<file path="config.mk">
export PLATFORM = sky130hd
export DESIGN_NAME = byte_bank_ctrl
export DESIGN_NICKNAME = d
export VERILOG_FILES = /design/src/rtl/byte_bank_ctrl.sv
export SDC_FILE = /design/constraint.sdc
export NUM_CORES = 1
export LEC_CHECK = 0
export ABC_AREA = 1
export CAP_MARGIN = 30
export CORE_MARGIN = 2
export CORE_UTILIZATION = 37
export CTS_CLUSTER_DIAMETER = 100
export DETAILED_ROUTE_END_ITERATION = 7
export PLACE_DENSITY = 0.8
export RECOVER_POWER = 50
export SETUP_SLACK_MARGIN = 0.05
export SYNTH_ARGS = -nofsm -noshare
export SYNTH_HDL_FRONTEND = slang
export SYNTH_SLANG_ARGS = --single-unit
export TNS_END_PERCENT = 50
</file>
<file path="constraint.sdc">
create_clock -name clk -period 1.95 [get_ports clk]
set_clock_uncertainty 0.15 [all_clocks]
set_input_delay 0.2925 -clock clk [delete_from_list [all_inputs] [get_ports clk]]
set_output_delay 0.2925 -clock clk [all_outputs]
set_load 0.02 [all_outputs]
</file>
<file path="src/rtl/byte_bank_ctrl.sv">
// Two-requester write sequencer for a bank of byte latches. Each write runs
// setup -> store pulse -> hold so latch D is stable around the store window.
module byte_bank_lane #(
  parameter int ADDR_W = 2,
  parameter int IDX    = 0
) (
  input  logic [ADDR_W-1:0] i_wr_addr,
  input  logic [ADDR_W-1:0] i_rd_addr,
  input  logic [7:0]        i_q,
  output logic              o_hit,
  output logic [7:0]        o_rd
);
  assign o_hit = (i_wr_addr == ADDR_W'(IDX));
  assign o_rd  = (i_rd_addr == ADDR_W'(IDX)) ? i_q : 8'h00;
endmodule

module byte_bank_ctrl #(
  parameter int NUM_BYTES = 4,
  parameter int ADDR_W    = 2
) (
  input  logic                   clk,
  input  logic                   reset,
  input  logic                   req0_valid,
  input  logic [ADDR_W-1:0]      req0_addr,
  input  logic [7:0]             req0_data,
  output logic                   req0_ready,
  input  logic                   req1_valid,
  input  logic [ADDR_W-1:0]      req1_addr,
  input  logic [7:0]             req1_data,
  output logic                   req1_ready,
  output logic [7:0]             bank_data,
  output logic [NUM_BYTES-1:0]   bank_store,
  input  logic [8*NUM_BYTES-1:0] bank_q,
  input  logic [ADDR_W-1:0]      rd_addr,
  output logic [7:0]             rd_data,
  output logic                   busy,
  output logic                   grant_id,
  output logic                   wr_err
);
  typedef enum logic [1:0] {IDLE, SETUP, STORE, HOLD} state_t;

  state_t                       r_state;
  logic                         r_last;
  logic                         r_gid;
  logic [ADDR_W-1:0]            r_addr;
  logic [7:0]                   r_data;
  logic [7:0]                   r_rd;
  logic [NUM_BYTES-1:0]         r_store;
  logic                         r_err;

  logic                         w_idle;
  logic                         w_pick1;
  logic                         w_acc;
  logic                         w_oob;
  logic [NUM_BYTES-1:0]         w_hit;
  logic [NUM_BYTES-1:0][7:0]    w_rd_lane;
  logic [7:0]                   w_rd;

  assign w_idle  = (r_state == IDLE) && !reset;
  // On contention the requester not granted last wins.
  assign w_pick1 = req1_valid && (!req0_valid || !r_last);
  assign w_acc   = w_idle && (req0_valid || req1_valid);
  assign w_oob   = 32'(r_addr) >= 32'(NUM_BYTES);

  assign req0_ready = w_idle && req0_valid && !w_pick1;
  assign req1_ready = w_idle && w_pick1;

  for (genvar g = 0; g < NUM_BYTES; g++) begin : g_lane
    byte_bank_lane #(.ADDR_W(ADDR_W), .IDX(g)) u_lane (
      .i_wr_addr (r_addr),
      .i_rd_addr (rd_addr),
      .i_q       (bank_q[8*g +: 8]),
      .o_hit     (w_hit[g]),
      .o_rd      (w_rd_lane[g])
    );
  end

  always_comb begin
    w_rd = 8'h00;
    for (int i = 0; i < NUM_BYTES; i++) w_rd = w_rd | w_rd_lane[i];
  end

  always_ff @(posedge clk or posedge reset) begin
    if (reset) begin
      r_state <= IDLE;
      r_last  <= 1'b1;
      r_gid   <= 1'b0;
      r_addr  <= '0;
      r_data  <= 8'h00;
      r_store <= '0;
      r_err   <= 1'b0;
    end else begin
      case (r_state)
        IDLE: if (w_acc) begin
          r_state <= SETUP;
          r_gid   <= w_pick1;
          r_last  <= w_pick1;
          r_addr  <= w_pick1 ? req1_addr : req0_addr;
          r_data  <= w_pick1 ? req1_data : req0_data;
        end
        SETUP: begin
          r_state <= STORE;
          r_store <= w_hit;
          r_err   <= w_oob;
        end
        STORE: begin
          r_state <= HOLD;
          r_store <= '0;
          r_err   <= 1'b0;
        end
        HOLD:    r_state <= IDLE;
        default: r_state <= IDLE;
      endcase
    end
  end

  always_ff @(posedge clk or posedge reset) begin
    if (reset) r_rd <= 8'h00;
    else       r_rd <= w_rd;
  end

  assign bank_data  = r_data;
  assign bank_store = r_store;
  assign rd_data    = r_rd;
  assign busy       = (r_state != IDLE);
  assign grant_id   = r_gid;
  assign wr_err     = r_err;
endmodule
</file>
# Word-level counts from Yosys, hierarchy flattened
# Cells that the tools add are included.
[word_totals]
ff_bits = 26
inputBits = 58
out_inout_bits = 25
[classes]
eq_ne = 10
mux = 9
bitwise_logic = 3
n_reduce_logical = 18
[ops]
columns = ["op", "count"]
rows = [
  ["$mux W8", 5],
  ["$or A8 B8 Y8", 3],
  ["$eq A2 B2 Y1 const B", 6],
  ["$pmux W2 S4", 1],
  ["$pmux W4 S2", 1],
  ["$eq A2 B1 Y1 const B", 3],
  ["$logic_and A1 B1 Y1", 6],
  ["$logic_not A2 Y1", 3],
  ["$logic_not A1 Y1", 4],
  ["$mux W2", 2],
  ["$reduce_bool A2 Y1", 2],
  ["$logic_or A1 B1 Y1", 2],
  ["$ne A2 B2 Y1 const B", 1],
  ["$reduce_and A2 Y1", 1],
]

# Depth between registers and ports, before layout
[depth]
ltp_word = 5
ltp_mapped = 8
depth_no_buf = 7

# By module
# Synthesis repeated with hierarchy kept, for this count alone.
[unflattened]
cells_unflattened = 252
hier_area_um2 = 1634.1
[modules_own_cells]
columns = ["module", "n_inst", "cells_each", "area_each_um2", "seq_area_each_um2"]
rows = [
  ["byte_bank_ctrl", 1, 173, 1302.5, 651.9],
  ["byte_bank_lane at g_lane[1].u_lane ...", 2, 20, 77.6, 0.0],
  ["byte_bank_lane at g_lane[0].u_lane", 1, 20, 102.6, 0.0],
  ["byte_bank_lane at g_lane[3].u_lane", 1, 19, 73.8, 0.0],
]

# Worst setup path before layout
# Ideal clock, no wire load.
[synth_timing]
path_type = "input port to output port"
start = "in reset"
end = "out req0_ready"
t_arrival_ns = 1.660
path_slack_ns = -0.152
cell_stages = 3
n_path_buf = 0
path_cell_list = "inv_1 > nand2_1 > nor3_1"
[synth_via]
elab_chain_len = 4
[synth_rtl]
columns = ["element", "line_no", "text"]
rows = [
  ["start: declaration", "22", "input logic reset,"],
  ["$logic_not A1 Y1 (no source line)", "--", ""],
  ["$logic_and A1 B1 Y1", "59", "assign w_idle = (r_state == IDLE) && !reset;"],
  ["$logic_and A1 B1 Y1 (2 in a row)", "65", "assign req0_ready = w_idle && req0_valid && !w_pick1;"],
  ["end: declaration", "26", "output logic req0_ready,"],
]
# Every way passes these cells.

# Worst setup path in the final report
# Same ends and word-level chain as after synthesis.

==> metrics.yaml <==
finish:
  nets: 344
  final_common_cell: "nand2_1"
  drive_gt1_share_pct: 8.13
  diodes: 0
  layout_common_cells: "nand2_1, clkdlybuf4s50_1, inv_1"
  final_area_um2: 2330
  areaGrowthSynthToFinish_pct: 66.6
clock_network:
  clk_path_buf_depth: 2
  clk_latency_ps: 260
  cts_tree: "yes"
  cts_buffers: 3
  path_clk_slew_ps: 90
  ctsHoldBuffers: 0
  clock_sinks: 26
  post_cts_buffers: 0
  cts_root_buf: "clkbuf_8"
  h-tree-depth: 1
timing:
  fin_crit_ps: 1880
  slew_headroom_pct: 57.9
  max_freq_mhz: 531
  whs_ps: 327
  max_slew.worst_pin.slew_ps: 631
  rsz0062_at_grt: "true"
  setup_viol: 0
  final_hold_viol_count: 0
  final.period_utilization_pct: 96.6
  maxSlewViolCount: 0
setup_path:
  critPathRequiredTime_ps: 1510
  cp-end-kind: "output port"
  worst-r2r-setup-slack_ps: 400
  r2r-start: "r_state[0]"
  cp_max_fo: 3
  r2r_cells: 8
  cp.arrival_ps: 1440
  critPathCapture: "req0_ready"
  start_kind: "input pin"
  r2r-end: "r_state[1]"
  critical_path_class: "in2out"
  startpoint: "reset"
global_routing:
  grt_antenna_before_repair: 0
  grt_max_degree: 27
  track_usage_pct: 19.0
  grt_overflow: 0
  grt_pass1_wl_um: 6330
  grt_pass1_vias: 1455
synth:
  synth_cells: 195
  yosysUniqueCellTypes: 20
  synth_nets: 255
  syn-cell-area_um2: 1400
  synth-seq-area-share_pct: 46.5
  yosysWarnings: 0
  syn_avg_cell_area_um2: 7.19
  synth-seq-cells: 26
die:
  die_h_um: 65.5
  core_area_um2: 3660
  rows: 22
  die_w_um: 65.5
  ios: 83
  dieArea_um2: 4300
  start_util_pct: 38.3
routing:
  drt_wl_total_um: 3720
  drtAntennaViolNets: 0
  drtIter0Drc: 48
  drc: 0
  wl_per_cell_um: 11.2
  num_vias: 1489
  avgViaCountPerCell: 4.50
  first_pass_iters: 4
power_and_ir_drop:
  vdd_ir_drop_max_v: 0.000614
  leakage_uw: 0.00116
  power_density_nw_per_um2: 1020
place:
  port_buffers: 81
  hpwl_um: 2990
  placed_cell_area_um2: 2300
  routabilityCongestion: 0.815
min_path:
  hp-start: "r_last"
  hold_path.class: "reg2reg"
  hold_path_depth: 2
status:
  status: "completed"
run:
  drv_cap: 0
-- worst min path at each step --
stage                    to  slack (ps)
2_1_floorplan  bank_data[0]          40
3_3_place_gp         r_last         310
3_5_place_dp         r_last         310
4_1_cts              r_last         330
5_1_grt              r_last         360
6_report             r_last         330
-- layer usage --
layer  share of wire [%]  vias to the layer above  GRT usage, %
li1                    -                      772             -
met2                  53                       47          35.3
met3                 6.5                        2          5.65
met5                   0                        -             0
met4                0.78                        0          3.39
met1                  39                      668          21.6
-- cell families (layout without fill, tap and decap cells) --
group | Yosys count | in the layout | synth area share [%]
buffers and inverters | 42 | 130 | 12.5
AO/OA/AOI/OAI | 5 | 5 | 2.14
adder cells (fa/ha/maj) | 2 | 2 | 1.79
other | 1 | 1 | 0.268
AND/OR/NAND/NOR | 119 | 119 | 36.8
flip-flops | 26 | 26 | 46.5
-- state kept, by name, summed over array words and instances, names as in the netlist --
signal / cells
bank_store: 4
r_last: 1
r_state: 2
bank_data: 8
rd_data: 8
grant_id: 1
r_addr: 2
-- metrics by stage --
step / power (uW) / util (%) / setup TNS (ps) / instances / setup WS (ps)
after floorplan: 1520 / - / 0 / 195 / 194
final: 2390 / 63.8 / 0 / 331 / 65.5
after CTS: 2420 / 63.9 / -29.2 / 331 / -29.2
after global placement: 2070 / 62.8 / -611 / 327 / -316
after global routing: 2580 / 63.8 / 0 / 331 / 12.0
after detailed placement: 2110 / 62.8 / -634 / 327 / -318
-- Yosys cell counts --
library cell	instances	share of area, %
nand2_1	79	21
inv_1	36	9.6
dfrtp_1	25	45
nand3_1	22	7.9
nand4_1	8	3.6
o22ai_1	4	1.8
nor2_1	3	0.80
nor2_2	3	1.3
buf_2	2	0.71
buf_4	2	1.1
ha_1	2	1.8
buf_6	1	0.80
conb_1	1	0.27
dfstp_2	1	1.9
inv_2	1	0.27
nand2_2	1	0.45
nor2_4	1	0.80
nor3_1	1	0.36
o21ai_0	1	0.36
or2_2	1	0.45
-- critical path: stages --
cell and delay (ps):
dlygate4sd3_1 610, clkinvlp_4 110, nand2_2 80, nor3_1 170
buf_2 190
-- what timing repair did --
action / CTS / global route
endpoints found under the hold margin: 0 / 0
setup endpoints to repair: 3 / 3
gates resized for setup: 9 / 4
-- report_power, final --
part           total, uW  switching (uW)  internal [uW]
Combinational       1250             659            595
Sequential           828            93.7            735
Clock                309             163            146
Total               2390             916           1480
-- area by class of cell --
cell class	count	area, um^2
Timing Repair Buffer	89	858
Tap cell	48	60.1
Clock buffer	4	45.0
Inverter	37	143
Sequential cell	26	652
Fill cell	345	1330
Multi-Input combinational cell	127	577
Power figures use the tool's default switching activity.
